## config.mk

```make
export PLATFORM = sky130hd
export DESIGN_NAME = udp_vlg_port_mux_flat
export DESIGN_NICKNAME = d
export VERILOG_FILES = /design/src/rtl/udp_vlg_port_mux_if.sv /design/src/rtl/udp_vlg_port_mux.sv /design/src/flat_wrapper.sv
export SDC_FILE = /design/constraint.sdc
export NUM_CORES = 1
export LEC_CHECK = 0
export BUFFER_PORTS_ARGS = -buffer_cell sky130_fd_sc_hd__buf_2
export CORE_AREA = 10 10 236 238
export DETAILED_ROUTE_END_ITERATION = 12
export DIE_AREA = 0 0 246 248
export HOLD_SLACK_MARGIN = 0.08
export PLACE_DENSITY = 0.54
export REMOVE_ABC_BUFFERS = 1
export SLEW_MARGIN = 20
export SYNTH_ARGS = -nofsm -noshare
export SYNTH_HDL_FRONTEND = slang
export SYNTH_SLANG_ARGS = --single-unit
```

## constraint.sdc

```tcl
create_clock -name clk -period 2.6 [get_ports clk]
set_input_delay 0.39 -clock clk [delete_from_list [all_inputs] [get_ports clk]]
set_output_delay 0.39 -clock clk [all_outputs]
set_load 0.01 [all_outputs]
```

## src/rtl/udp_vlg_port_mux_if.sv

```systemverilog
// ---------------------------------------------------------------------------
// udp_vlg_port_mux_if
// Bundle of every stream/bus signal around udp_vlg_port_mux.
//   ch_port            local UDP port per channel (0 = channel disabled)
//   ch_tx_*            per-channel TX byte streams and frame metadata
//   udp_tx_*           merged TX stream toward the UDP stack
//   udp_rx_*           received UDP stream from the stack
//   ch_rx_*            demultiplexed RX strobes plus shared data/metadata
//   rx_drop_cnt        frames received with no matching channel
// Modports:
//   slave  - the mux itself
//   master - the surrounding logic (channels + UDP stack)
// ---------------------------------------------------------------------------
interface udp_vlg_port_mux_if #(
    parameter int N_CH = 4
);
    logic [N_CH-1:0][15:0] ch_port;

    logic [N_CH-1:0]       ch_tx_val;
    logic [N_CH-1:0]       ch_tx_sof;
    logic [N_CH-1:0]       ch_tx_eof;
    logic [N_CH-1:0][7:0]  ch_tx_dat;
    logic [N_CH-1:0][31:0] ch_tx_dst_ip;
    logic [N_CH-1:0][15:0] ch_tx_dst_port;
    logic [N_CH-1:0][15:0] ch_tx_len;
    logic [N_CH-1:0]       ch_tx_rdy;

    logic                  udp_tx_val;
    logic                  udp_tx_sof;
    logic                  udp_tx_eof;
    logic [7:0]            udp_tx_dat;
    logic [15:0]           udp_tx_src_port;
    logic [15:0]           udp_tx_dst_port;
    logic [31:0]           udp_tx_dst_ip;
    logic [15:0]           udp_tx_len;
    logic                  udp_tx_rdy;

    logic                  udp_rx_val;
    logic                  udp_rx_sof;
    logic                  udp_rx_eof;
    logic [7:0]            udp_rx_dat;
    logic [15:0]           udp_rx_dst_port;
    logic [15:0]           udp_rx_src_port;
    logic [31:0]           udp_rx_src_ip;

    logic [N_CH-1:0]       ch_rx_val;
    logic [N_CH-1:0]       ch_rx_sof;
    logic [N_CH-1:0]       ch_rx_eof;
    logic [7:0]            ch_rx_dat;
    logic [15:0]           ch_rx_src_port;
    logic [31:0]           ch_rx_src_ip;

    logic [15:0]           rx_drop_cnt;

    modport slave (
        input  ch_port,
        input  ch_tx_val, ch_tx_sof, ch_tx_eof, ch_tx_dat,
        input  ch_tx_dst_ip, ch_tx_dst_port, ch_tx_len,
        output ch_tx_rdy,
        output udp_tx_val, udp_tx_sof, udp_tx_eof, udp_tx_dat,
        output udp_tx_src_port, udp_tx_dst_port, udp_tx_dst_ip, udp_tx_len,
        input  udp_tx_rdy,
        input  udp_rx_val, udp_rx_sof, udp_rx_eof, udp_rx_dat,
        input  udp_rx_dst_port, udp_rx_src_port, udp_rx_src_ip,
        output ch_rx_val, ch_rx_sof, ch_rx_eof, ch_rx_dat,
        output ch_rx_src_port, ch_rx_src_ip,
        output rx_drop_cnt
    );

    modport master (
        output ch_port,
        output ch_tx_val, ch_tx_sof, ch_tx_eof, ch_tx_dat,
        output ch_tx_dst_ip, ch_tx_dst_port, ch_tx_len,
        input  ch_tx_rdy,
        input  udp_tx_val, udp_tx_sof, udp_tx_eof, udp_tx_dat,
        input  udp_tx_src_port, udp_tx_dst_port, udp_tx_dst_ip, udp_tx_len,
        output udp_tx_rdy,
        output udp_rx_val, udp_rx_sof, udp_rx_eof, udp_rx_dat,
        output udp_rx_dst_port, udp_rx_src_port, udp_rx_src_ip,
        input  ch_rx_val, ch_rx_sof, ch_rx_eof, ch_rx_dat,
        input  ch_rx_src_port, ch_rx_src_ip,
        input  rx_drop_cnt
    );
endinterface

```

## src/rtl/udp_vlg_port_mux.sv

```systemverilog
// ---------------------------------------------------------------------------
// udp_vlg_port_mux
// Shares one UDP stack between N_CH local channels.
//   TX: round-robin frame arbiter; the granted channel's byte stream is passed
//       through combinationally, its port/metadata held for the whole frame.
//   RX: frames are steered by destination port to the lowest-index channel
//       whose ch_port matches; unmatched frames are discarded and counted.
// Ports:
//   clk  - rising-edge clock
//   rst  - asynchronous reset, active low
//   bus  - udp_vlg_port_mux_if.slave (all stream, metadata and status signals)
//
// TX FSM
//   state     | meaning
//   ----------+------------------------------------------------------------
//   ST_IDLE   | no frame in flight, all ch_tx_rdy low, arbitrating requests
//   ST_SEND   | granted channel's bytes forwarded until its eof transfers
// ---------------------------------------------------------------------------
module udp_vlg_port_mux #(
    parameter int N_CH       = 4,
    parameter int VERBOSE    = 1,
    parameter     DUT_STRING = ""
) (
    input  logic               clk,
    input  logic               rst,
    udp_vlg_port_mux_if.slave  bus
);

    localparam int GW = (N_CH > 1) ? $clog2(N_CH) : 1;

    localparam logic [0:0] ST_IDLE = 1'b0;
    localparam logic [0:0] ST_SEND = 1'b1;

    if (N_CH < 2 || N_CH > 16) begin : g_n_ch_range
        $error("udp_vlg_port_mux: N_CH must be within 2..16");
    end

    // Frame logging lives outside the synthesized mux; a bound monitor
    // attaches here when VERBOSE is set.
    if (VERBOSE > 0 && $bits(DUT_STRING) >= 0) begin : g_log_hook
    end

    // ------------------------------------------------------------------ TX
    logic [0:0]      tx_st;
    logic [GW-1:0]   grant;
    logic [GW-1:0]   last_grant;
    logic [N_CH-1:0] tx_req;
    logic            rr_found;
    logic [GW-1:0]   rr_pick;
    logic [GW-1:0]   rr_cand;
    logic [15:0]     tx_src_port;
    logic [15:0]     tx_dst_port;
    logic [31:0]     tx_dst_ip;
    logic [15:0]     tx_len;

    always_comb begin
        tx_req = '0;
        for (int i = 0; i < N_CH; i++) begin
            tx_req[i] = bus.ch_tx_val[i] & bus.ch_tx_sof[i] & (bus.ch_port[i] != 16'd0);
        end
    end

    // Search begins one past the previous winner so every channel gets a turn.
    always_comb begin
        rr_found = 1'b0;
        rr_pick  = '0;
        rr_cand  = '0;
        for (int k = 1; k <= N_CH; k++) begin
            rr_cand = GW'((int'(last_grant) + k) % N_CH);
            if (!rr_found && tx_req[rr_cand]) begin
                rr_found = 1'b1;
                rr_pick  = rr_cand;
            end
        end
    end

    always_ff @(posedge clk or negedge rst) begin
        if (!rst) begin
            tx_st       <= ST_IDLE;
            grant       <= '0;
            last_grant  <= GW'(N_CH - 1);
            tx_src_port <= '0;
            tx_dst_port <= '0;
            tx_dst_ip   <= '0;
            tx_len      <= '0;
        end else begin
            case (tx_st)
                ST_IDLE: begin
                    if (rr_found) begin
                        grant       <= rr_pick;
                        tx_src_port <= bus.ch_port[rr_pick];
                        tx_dst_port <= bus.ch_tx_dst_port[rr_pick];
                        tx_dst_ip   <= bus.ch_tx_dst_ip[rr_pick];
                        tx_len      <= bus.ch_tx_len[rr_pick];
                        tx_st       <= ST_SEND;
                    end
                end
                ST_SEND: begin
                    // ch_port is not consulted here, so a channel disabled
                    // mid-frame still completes the frame it started.
                    if (bus.ch_tx_val[grant] && bus.udp_tx_rdy && bus.ch_tx_eof[grant]) begin
                        last_grant <= grant;
                        tx_st      <= ST_IDLE;
                    end
                end
                default: tx_st <= ST_IDLE;
            endcase
        end
    end

    always_comb begin
        bus.ch_tx_rdy  = '0;
        bus.udp_tx_val = 1'b0;
        bus.udp_tx_sof = 1'b0;
        bus.udp_tx_eof = 1'b0;
        bus.udp_tx_dat = 8'd0;
        if (tx_st == ST_SEND) begin
            bus.udp_tx_val       = bus.ch_tx_val[grant];
            bus.udp_tx_sof       = bus.ch_tx_sof[grant];
            bus.udp_tx_eof       = bus.ch_tx_eof[grant];
            bus.udp_tx_dat       = bus.ch_tx_dat[grant];
            bus.ch_tx_rdy[grant] = bus.udp_tx_rdy;
        end
    end

    assign bus.udp_tx_src_port = tx_src_port;
    assign bus.udp_tx_dst_port = tx_dst_port;
    assign bus.udp_tx_dst_ip   = tx_dst_ip;
    assign bus.udp_tx_len      = tx_len;

    // ------------------------------------------------------------------ RX
    logic            rx_open;     // a frame is in progress
    logic            rx_keep;     // open frame has a target (else discarding)
    logic [GW-1:0]   rx_tgt;
    logic            rx_hit;
    logic [GW-1:0]   rx_hit_idx;
    logic [N_CH-1:0] rx_val_q;
    logic [N_CH-1:0] rx_sof_q;
    logic [N_CH-1:0] rx_eof_q;
    logic [7:0]      rx_dat_q;
    logic [15:0]     rx_src_port_q;
    logic [31:0]     rx_src_ip_q;
    logic [15:0]     rx_drop_q;

    // Descending scan so the lowest matching index is the one left standing.
    always_comb begin
        rx_hit     = 1'b0;
        rx_hit_idx = '0;
        for (int i = N_CH - 1; i >= 0; i--) begin
            if (bus.ch_port[i] != 16'd0 && bus.ch_port[i] == bus.udp_rx_dst_port) begin
                rx_hit     = 1'b1;
                rx_hit_idx = GW'(i);
            end
        end
    end

    always_ff @(posedge clk or negedge rst) begin
        if (!rst) begin
            rx_open       <= 1'b0;
            rx_keep       <= 1'b0;
            rx_tgt        <= '0;
            rx_val_q      <= '0;
            rx_sof_q      <= '0;
            rx_eof_q      <= '0;
            rx_dat_q      <= '0;
            rx_src_port_q <= '0;
            rx_src_ip_q   <= '0;
            rx_drop_q     <= '0;
        end else begin
            rx_val_q <= '0;
            rx_sof_q <= '0;
            rx_eof_q <= '0;
            if (bus.udp_rx_val) begin
                if (bus.udp_rx_sof) begin
                    // A sof always restarts framing; any open frame is simply
                    // abandoned without an eof toward its channel.
                    rx_open <= ~bus.udp_rx_eof;
                    rx_keep <= rx_hit;
                    rx_tgt  <= rx_hit_idx;
                    if (rx_hit) begin
                        rx_val_q[rx_hit_idx] <= 1'b1;
                        rx_sof_q[rx_hit_idx] <= 1'b1;
                        rx_eof_q[rx_hit_idx] <= bus.udp_rx_eof;
                        rx_dat_q             <= bus.udp_rx_dat;
                        rx_src_port_q        <= bus.udp_rx_src_port;
                        rx_src_ip_q          <= bus.udp_rx_src_ip;
                    end else if (rx_drop_q != 16'hFFFF) begin
                        rx_drop_q <= rx_drop_q + 16'd1;
                    end
                end else if (rx_open) begin
                    if (rx_keep) begin
                        rx_val_q[rx_tgt] <= 1'b1;
                        rx_eof_q[rx_tgt] <= bus.udp_rx_eof;
                        rx_dat_q         <= bus.udp_rx_dat;
                    end
                    if (bus.udp_rx_eof) begin
                        rx_open <= 1'b0;
                    end
                end
            end
        end
    end

    assign bus.ch_rx_val      = rx_val_q;
    assign bus.ch_rx_sof      = rx_sof_q;
    assign bus.ch_rx_eof      = rx_eof_q;
    assign bus.ch_rx_dat      = rx_dat_q;
    assign bus.ch_rx_src_port = rx_src_port_q;
    assign bus.ch_rx_src_ip   = rx_src_ip_q;
    assign bus.rx_drop_cnt    = rx_drop_q;

endmodule
```

## src/flat_wrapper.sv

```systemverilog
// flat-port wrapper written by rule: the top's interface ports become plain ports
module udp_vlg_port_mux_flat 
#(
    parameter int N_CH       = 4,
    parameter int VERBOSE    = 1,
    parameter     DUT_STRING = ""
)
  (clk, rst, bus_ch_port, bus_ch_tx_val, bus_ch_tx_sof, bus_ch_tx_eof, bus_ch_tx_dat, bus_ch_tx_dst_ip, bus_ch_tx_dst_port, bus_ch_tx_len, bus_ch_tx_rdy, bus_udp_tx_val, bus_udp_tx_sof, bus_udp_tx_eof, bus_udp_tx_dat, bus_udp_tx_src_port, bus_udp_tx_dst_port, bus_udp_tx_dst_ip, bus_udp_tx_len, bus_udp_tx_rdy, bus_udp_rx_val, bus_udp_rx_sof, bus_udp_rx_eof, bus_udp_rx_dat, bus_udp_rx_dst_port, bus_udp_rx_src_port, bus_udp_rx_src_ip, bus_ch_rx_val, bus_ch_rx_sof, bus_ch_rx_eof, bus_ch_rx_dat, bus_ch_rx_src_port, bus_ch_rx_src_ip, bus_rx_drop_cnt);
  udp_vlg_port_mux_if #(.N_CH(N_CH)) bus_i ();
  input  logic clk;
  input  logic rst;
  input wire logic [$bits(bus_i.ch_port)-1:0] bus_ch_port;
  input wire logic [$bits(bus_i.ch_tx_val)-1:0] bus_ch_tx_val;
  input wire logic [$bits(bus_i.ch_tx_sof)-1:0] bus_ch_tx_sof;
  input wire logic [$bits(bus_i.ch_tx_eof)-1:0] bus_ch_tx_eof;
  input wire logic [$bits(bus_i.ch_tx_dat)-1:0] bus_ch_tx_dat;
  input wire logic [$bits(bus_i.ch_tx_dst_ip)-1:0] bus_ch_tx_dst_ip;
  input wire logic [$bits(bus_i.ch_tx_dst_port)-1:0] bus_ch_tx_dst_port;
  input wire logic [$bits(bus_i.ch_tx_len)-1:0] bus_ch_tx_len;
  output wire logic [$bits(bus_i.ch_tx_rdy)-1:0] bus_ch_tx_rdy;
  output wire logic [$bits(bus_i.udp_tx_val)-1:0] bus_udp_tx_val;
  output wire logic [$bits(bus_i.udp_tx_sof)-1:0] bus_udp_tx_sof;
  output wire logic [$bits(bus_i.udp_tx_eof)-1:0] bus_udp_tx_eof;
  output wire logic [$bits(bus_i.udp_tx_dat)-1:0] bus_udp_tx_dat;
  output wire logic [$bits(bus_i.udp_tx_src_port)-1:0] bus_udp_tx_src_port;
  output wire logic [$bits(bus_i.udp_tx_dst_port)-1:0] bus_udp_tx_dst_port;
  output wire logic [$bits(bus_i.udp_tx_dst_ip)-1:0] bus_udp_tx_dst_ip;
  output wire logic [$bits(bus_i.udp_tx_len)-1:0] bus_udp_tx_len;
  input wire logic [$bits(bus_i.udp_tx_rdy)-1:0] bus_udp_tx_rdy;
  input wire logic [$bits(bus_i.udp_rx_val)-1:0] bus_udp_rx_val;
  input wire logic [$bits(bus_i.udp_rx_sof)-1:0] bus_udp_rx_sof;
  input wire logic [$bits(bus_i.udp_rx_eof)-1:0] bus_udp_rx_eof;
  input wire logic [$bits(bus_i.udp_rx_dat)-1:0] bus_udp_rx_dat;
  input wire logic [$bits(bus_i.udp_rx_dst_port)-1:0] bus_udp_rx_dst_port;
  input wire logic [$bits(bus_i.udp_rx_src_port)-1:0] bus_udp_rx_src_port;
  input wire logic [$bits(bus_i.udp_rx_src_ip)-1:0] bus_udp_rx_src_ip;
  output wire logic [$bits(bus_i.ch_rx_val)-1:0] bus_ch_rx_val;
  output wire logic [$bits(bus_i.ch_rx_sof)-1:0] bus_ch_rx_sof;
  output wire logic [$bits(bus_i.ch_rx_eof)-1:0] bus_ch_rx_eof;
  output wire logic [$bits(bus_i.ch_rx_dat)-1:0] bus_ch_rx_dat;
  output wire logic [$bits(bus_i.ch_rx_src_port)-1:0] bus_ch_rx_src_port;
  output wire logic [$bits(bus_i.ch_rx_src_ip)-1:0] bus_ch_rx_src_ip;
  output wire logic [$bits(bus_i.rx_drop_cnt)-1:0] bus_rx_drop_cnt;
  assign bus_i.ch_port = bus_ch_port;
  assign bus_i.ch_tx_val = bus_ch_tx_val;
  assign bus_i.ch_tx_sof = bus_ch_tx_sof;
  assign bus_i.ch_tx_eof = bus_ch_tx_eof;
  assign bus_i.ch_tx_dat = bus_ch_tx_dat;
  assign bus_i.ch_tx_dst_ip = bus_ch_tx_dst_ip;
  assign bus_i.ch_tx_dst_port = bus_ch_tx_dst_port;
  assign bus_i.ch_tx_len = bus_ch_tx_len;
  assign bus_ch_tx_rdy = bus_i.ch_tx_rdy;
  assign bus_udp_tx_val = bus_i.udp_tx_val;
  assign bus_udp_tx_sof = bus_i.udp_tx_sof;
  assign bus_udp_tx_eof = bus_i.udp_tx_eof;
  assign bus_udp_tx_dat = bus_i.udp_tx_dat;
  assign bus_udp_tx_src_port = bus_i.udp_tx_src_port;
  assign bus_udp_tx_dst_port = bus_i.udp_tx_dst_port;
  assign bus_udp_tx_dst_ip = bus_i.udp_tx_dst_ip;
  assign bus_udp_tx_len = bus_i.udp_tx_len;
  assign bus_i.udp_tx_rdy = bus_udp_tx_rdy;
  assign bus_i.udp_rx_val = bus_udp_rx_val;
  assign bus_i.udp_rx_sof = bus_udp_rx_sof;
  assign bus_i.udp_rx_eof = bus_udp_rx_eof;
  assign bus_i.udp_rx_dat = bus_udp_rx_dat;
  assign bus_i.udp_rx_dst_port = bus_udp_rx_dst_port;
  assign bus_i.udp_rx_src_port = bus_udp_rx_src_port;
  assign bus_i.udp_rx_src_ip = bus_udp_rx_src_ip;
  assign bus_ch_rx_val = bus_i.ch_rx_val;
  assign bus_ch_rx_sof = bus_i.ch_rx_sof;
  assign bus_ch_rx_eof = bus_i.ch_rx_eof;
  assign bus_ch_rx_dat = bus_i.ch_rx_dat;
  assign bus_ch_rx_src_port = bus_i.ch_rx_src_port;
  assign bus_ch_rx_src_ip = bus_i.ch_rx_src_ip;
  assign bus_rx_drop_cnt = bus_i.rx_drop_cnt;
  udp_vlg_port_mux #(.N_CH(N_CH), .VERBOSE(VERBOSE), .DUT_STRING(DUT_STRING)) u_core (.clk(clk), .rst(rst), .bus(bus_i));
endmodule
```

==> results of run 1 <==
[power groups by stage]
stage	Clock [mW]	Sequential (mW)	Combinational [mW]
3_3_place_gp	0	4.01	6.01
3_5_place_dp	0	4.02	6.12
5_1_grt	2.99	4.07	6.50
4_1_cts	2.88	3.98	6.14
6_report	2.77	3.97	5.97
2_1_floorplan	0	4.28	2.71
[worst max path at each step]
stage                                                    to                   startpoint  cells after the start
finish                u_core.bus.udp_tx_len[14]$_DFFE_PN0P_              bus_ch_port[25]                     10
global route                              bus_udp_tx_dat[2]  u_core.grant[0]$_DFFE_PN0P_                      4
CTS                                       bus_udp_tx_dat[1]  u_core.grant[0]$_DFFE_PN0P_                      4
detailed placement    u_core.bus.udp_tx_len[14]$_DFFE_PN0P_              bus_ch_port[25]                     10
global placement      u_core.bus.udp_tx_len[14]$_DFFE_PN0P_              bus_ch_port[25]                     10
floorplan           u_core.bus.udp_tx_dst_ip[0]$_DFFE_PN0P_              bus_ch_port[51]                      7
[worst max-delay path, cell delays in order]
cell,delay [ns]
buf_2,0.11
nor4_1,0.47
buf_4,0.21
a41oi_1,0.15
a22oi_1,0.25
o221a_4,0.27
buf_12,0.24
mux2_1,0.42
o22ai_1,0.12
a31oi_1,0.06
[through the flow]
stage / std cells / hold WS (ns)
after CTS: 2364 / 0.0836
final: 2381 / 0.129
after global routing: 2367 / 0.0899
after global placement: 2329 / 0.369
after floorplan: 903 / 0.0944
after detailed placement: 2329 / 0.365
[layout by cell type (no fill, tap or decap), types with 12 or more instances in the layout]
cell type	netlist	routed
a31oi_1	81	81
and2_1	20	20
buf_12	0	13
buf_2	28	619
buf_4	1	113
clkbuf_16	0	17
dfrtp_1	171	170
diode_2	0	17
mux2_1	87	87
mux2_2	51	51
nand2_1	188	188
nand3_1	12	12
nand4_1	18	18
nor2_1	20	19
nor4_1	15	15
o22ai_1	81	81
xnor2_1	54	54
xor2_1	25	25
[flip-flops by register name, indices dropped and copies added (netlist names), 8 cells and up]
signal,cells
u_core.bus.ch_rx_dat,8
u_core.bus.rx_drop_cnt,16
u_core.bus.ch_rx_src_port,16
u_core.bus.ch_rx_src_ip,32
u_core.bus.udp_tx_dst_ip,32
u_core.bus.udp_tx_len,16
u_core.bus.udp_tx_src_port,16
u_core.bus.udp_tx_dst_port,16
[metal layers]
metal  GRT usage  up-vias  share of wire
met5           0        -         0.0021
met4      0.0474       16          0.020
met3      0.0720       85          0.091
met2       0.325      499           0.50
met1       0.208     5181           0.39
li1            -     4975              -
[cells by family after synthesis]
logic type,after synthesis
and+or+nand+nor,311
AOI/OAI and AO/OA,183
buffers and inverters,78
muxes,149
DFF,173
adders and majority gates,1
xor gates and xnor gates,79
[timing repair]
item | in CTS | in global routing
gates resized for setup | 1 | 0
hold endpoints to repair | 40 | 0
hold buffers | 3 | 0
endpoints found under the setup margin | 6 | 0
[final cells by class]
type	instances	area [µm²]
Clock inverter	13	166
Inverter	7	26.3
Timing Repair Buffer	749	4250
Sequential cell	173	4330
Tap cell	680	851
Antenna cell	17	42.5
Fill cell	5432	35600
Multi-Input combinational cell	723	5230
Clock buffer	19	453
==> impl_results.md, run 1 <==
* Final Cell Area at around 0.015 mm²
* Post-synth top area share at 0.431
* Reg clk slew, reported paths at roughly 0.08 ns
* Commonest cells post-synth: nand2_1, dfrtp_1, mux2_1
* Peak supply drop at approximately 0.45 mV
* First-pass iteration count of the detailed router at 5
* Post-Route Utilization at 0.301
* Xor/xnor cell area share of the yosys netlist at 0.0697
* Post-Place Setup Slack at -0.366 ns
* Antenna Nets Post-Route at 0
* Int Pwr at between 7 and 8 mW
* Dominant cells by area after synthesis: dfrtp_1, mux2_1, nand2_1
* Clock share of power at 0.218
* Post-Synth Simple-Gate Area at 0.151
* GRT Total Usage at 0.186
* CTS H-Tree Depth at 4
* Die H at around 250 µm
* Worst setup path category: in2reg
* Worst Hold Depth at 2
* Post-synthesis async set-or-reset flop share at 1.00
* Seq pwr share at 0.312
* Startpoint Class: primary input
* Synth warn at 0
* Routed WL at about 58,000 µm
* Rows at 83
* Mapped Area at about 0.0099 mm²
* Starting Density at 0.195
* Grt total ovfl at 0
* Reg-to-reg startpoint: u_core.bus.rx_drop_cnt[7]$_DFFE_PN0P_
* Seq cells post-synth at between 150 and 200
* HPWL Detailed at about 49,000 µm
* Final worst slack at 0.179 ns
* Tot Pwr at roughly 13 mW
* Worst Hold Class: in2reg
* Setup TNS at 0 ns
* Register area share after synthesis at 0.436
* R2R cell count at 7
* Top-count cell post-synth: nand2_1
* GP Congestion at around 0.91
* R2R Path End: u_core.bus.rx_drop_cnt[1]$_DFFE_PN0P_
* Adder-cell share of the synthesized area at 0.00126
* Net count, final at about 2,100
* Drt via density at about 4.5
* Critical path arrival at between 2 and 3 ns
* Largest family of logic cells by synthesized area: multiplexers
* Critical hold path startpoint: bus_udp_rx_src_ip[6]
* TritonCTS clock tree: yes
* First-pass GRT wire length at between 80,000 and 90,000 µm
* Mux share of post-synthesis cell area at 0.181
* Iter 0 DRT Violations at around 450
* Final hold vios at 0
* Sw Share at 0.413
* Max frequency at ~0.41 GHz
* Number of synthesized flops with an enable pin at 0
* Min cycle time layout at about 2.4 ns
* I/O pins at ~620
* Vias in the first global route at around 12,000
* Setup crit end kind: flop
* Layout cells sized above 1 at 0.514
* Via Count at between 10,000 and 15,000
* Core area at around 0.05 mm²
* PwrDens at 828 mW/mm²
* P_leak at 7.58 nW
* Reg2reg setup slack at just over 0.4 ns
* Area delta synth->final at 54.5%
* CTS root buf: clkbuf_16
* Slew HR at 0.477
* Setup Fix Bufs, Post-CTS at 0
* Latest clock arrival within the worst-skew pair at around 0.5 ns
* Slew Limit Fails at 0
* Placed instance area at ~0.015 mm²
* Die Width at 246 µm
* Pin slew with the least headroom to its limit at 0.784 ns
* Die area at 0.0610 mm²
* Compound-gate portion of the synthesized area at 0.120
* Max_cap viols at 0
* Hold Path End: u_core.bus.ch_rx_src_ip[6]$_DFFE_PN0P_
* Prevailing post-synth register cell: dfrtp_1
* CP Max Fanout at 41
* Fin crit share at 0.931
* Status: complete, no violations
* Total CTS buffers at 17
* P_sw at roughly 5.2 mW
* Post-synth top area cell: dfrtp_1
* Unrepaired setup endpoints after global routing: no
* Largest net degree at the start of global routing at 79
* CP required at 2.96 ns
* Syn avg cell area at 10.2 µm²
* Clock Tree Buf Depth at 2
* Final Setup Violations at 0
* Initial antenna violation count at 42
* Post-synth cell types at 53
* Num Clock Sinks at ~170
* Clock Skews at approximately 0.017 ns
* DRC at 0
* Buffers on Ports at 620
* Combinational group share of total power at 0.470
* WL/cell at roughly 24 µm
* Post-Synthesis Cells at about 1,000
No activity file was read; power rests on OpenSTA's default activity.
==> run 2: changes to the inputs <==
--- a/config.mk
+++ b/config.mk
@@ -5,12 +5,12 @@
 export SDC_FILE = /design/constraint.sdc
 export NUM_CORES = 1
 export LEC_CHECK = 0
-export BUFFER_PORTS_ARGS = -buffer_cell sky130_fd_sc_hd__buf_2
 export CORE_AREA = 10 10 236 238
 export DETAILED_ROUTE_END_ITERATION = 12
 export DIE_AREA = 0 0 246 248
+export DONT_BUFFER_PORTS = 1
 export HOLD_SLACK_MARGIN = 0.08
-export PLACE_DENSITY = 0.54
+export PLACE_DENSITY = 0.43
 export REMOVE_ABC_BUFFERS = 1
 export SLEW_MARGIN = 20
 export SYNTH_ARGS = -nofsm -noshare
==> impl_results.md, run 2 (same netlist as run 1, synthesis figures left out) <==
* Status: finished with violations
* Violated checks: hold timing
* Tot Pwr at 11.8 mW (-7.5%)
* Setup TNS at 0 ns (unchanged)
* Clock Skews at 0.0165 ns (-0.000777 ns)
* Iter 0 DRT Violations at 525 (+16%)
* Dpl cells at 1,637 (-30%)
* WL/cell at 29.7 µm (+22%)
* Post-Place Setup Slack at -0.641 ns (-0.275 ns)
* Max_cap viols at 0 (unchanged)
* Final worst slack at 0.150 ns (-0.0291 ns)
* Critical path arrival at 2.06 ns (-0.72 ns)
* CTS H-Tree Depth at 4 (unchanged)
* Delay-heaviest family, CP: flip-flops
* Pin slew with the least headroom to its limit at 0.550 ns (-0.235 ns)
* Non-filler instance count after layout at 1,888 (-21%)
* Slowest cell delay on critical path at 0.60 ns (+0.13 ns)
* Die Width at 246 µm (unchanged)
* Fin crit share at 0.942 (+0.0112)
* CTS root buf: clkbuf_16
* P_leak at 5.57 nW (-26%)
* TritonCTS clock tree: yes
* PwrDens at 850 mW/mm² (+2.6%)
* Buffers on Ports at 0 (-100%)
* Min cycle time layout at 2.45 ns (+0.0291 ns)
* Crit-path cells: buf_4 > mux4_2 > and2_1
* Reg clk slew, reported paths at 0.07 ns (about the same)
* First-pass GRT wire length at 76,600 µm (-6.9%)
* HPWL Detailed at 44,400 µm (-10%)
* Clock Tree Buf Depth at 2 (unchanged)
* Initial antenna violation count at 12 (-71%)
* CP Max Fanout at 11 (-73%)
* Final Setup Violations at 0 (unchanged)
* Peak supply drop at 0.497 mV (+11%)
* First-pass iteration count of the detailed router at 5 (unchanged)
* I/O pins at 621 (unchanged)
* Final hold vios at 173 (+173)
* DRC at 0 (unchanged)
* Worst setup path category: reg2out
* Vias in the first global route at 9,553 (-19%)
* Setup crit end kind: primary output
* Commonest non-fill, non-tap cell in the layout: dlygate4sd3_1
* Startpoint Class: flop
* Total CTS buffers at 17 (unchanged)
* Starting Density at 0.195 (unchanged)
* Max frequency at 0.408 GHz (-1.2%)
* Antenna Nets Post-Route at 0 (unchanged)
* Slew Limit Fails at 0 (unchanged)
* Die H at 248 µm (unchanged)
* Rows at 83 (unchanged)
* Slew HR at 0.630 (+0.153)
* CP required at 2.21 ns (-0.75 ns)
* Via Count at 9,032 (-16%)
* Latest clock arrival within the worst-skew pair at 0.50 ns (about the same)
* Most frequent cells in the layout: dlygate4sd3_1, nand2_1, dfrtp_1
* Net count, final at 1,637 (-23%)
* Unrepaired setup endpoints after global routing: no
* Worst Hold Class: in2async
* Hold slack at -0.410 ns (-0.538 ns)
* Grt total ovfl at 0 (unchanged)
* Buf/Inv on CP at 1 (-2)
* Drt via density at 4.78 (+5.9%)
* Post-Route Utilization at 0.271 (-0.0296)
* Cts hold-fix bufs at 218 (+215)
* Num Clock Sinks at 173 (unchanged)
* Routed WL at 56,100 µm (-2.9%)
* Largest net degree at the start of global routing at 174 (+120%)
* Layout cells sized above 1 at 0.143 (-0.372)
* Die area at 0.0610 mm² (unchanged)
* CP max stage cell: dfrtp_2
* GRT Total Usage at 0.178 (-0.00793)
* Core area at 0.0510 mm² (unchanged)
* GP Congestion at 0.803 (-11%)
* Area delta synth->final at 39.3%
run 2: layout make-up:
class	count	area, µm²
antenna	1	2.50
clock buffer	20	437
clock inverter	12	145
fill	5291	37200
inverter	7	26.3
multi-input combinational	723	5230
sequential	173	4330
tap	680	851
timing repair buffer	272	2810
run 2: stage by stage:
stage | instance area [µm²] | hold WS, ns
finish | 13800 | -0.410
global route | 13800 | -0.457
CTS | 13800 | -0.461
detailed placement | 11100 | 0.100
global placement | 11100 | 0.100
floorplan | 9550 | 0.0944
run 2: path summary, 6_finish.rpt:
kind                                                  start                                   endpoint  slack [ns]  depth (start not counted)
max                             u_core.grant[0]$_DFFE_PN0P_                          bus_udp_tx_dat[1]        0.15                          3
min                                                     rst        u_core.bus.ch_rx_dat[5]$_DFFE_PN0P_       -0.41                          0
max reg2reg                u_core.last_grant[1]$_DFFE_PN1P_    u_core.bus.udp_tx_dst_ip[6]$_DFFE_PN0P_        0.40                          7
min reg2reg                      u_core.rx_keep$_DFFE_PN0P_                 u_core.rx_keep$_DFFE_PN0P_        0.48                          2
max in group asynchronous                               rst   u_core.bus.udp_tx_dst_ip[29]$_DFFE_PN0P_        2.63                          0
min in group clk                     bus_ch_tx_dst_port[56]  u_core.bus.udp_tx_dst_port[8]$_DFFE_PN0P_        0.14                          2
run 2: per-layer routing:
layer	GRT usage	wire, µm
met1	0.198	21300
met2	0.309	28500
met3	0.0712	5230
met4	0.0465	1110
met5	0	21
run 2: worst reg2reg max path, stage by stage (launching register included):
cell and delay [ns]:
dfstp_2 0.59, inv_1 0.10, a2bb2oi_1 0.17, o221a_4 0.32, buf_12 0.27, mux2_1 0.41, o22ai_1 0.13, a31oi_1 0.08
run 2: power by group:
group | switching [mW] | internal [mW]
registers | 1.32 | 3.43
logic | 2.26 | 2.09
clock network | 1.30 | 1.36
total | 4.88 | 6.88
run 2: what timing repair did:
| action | in CTS | in global routing |
|---|---|---|
| endpoints found under the hold margin | 315 | 173 |
| buffers inserted | 0 | 0 |
| endpoints found under the setup margin | 56 | 0 |
| gates resized for setup | 2 | 0 |
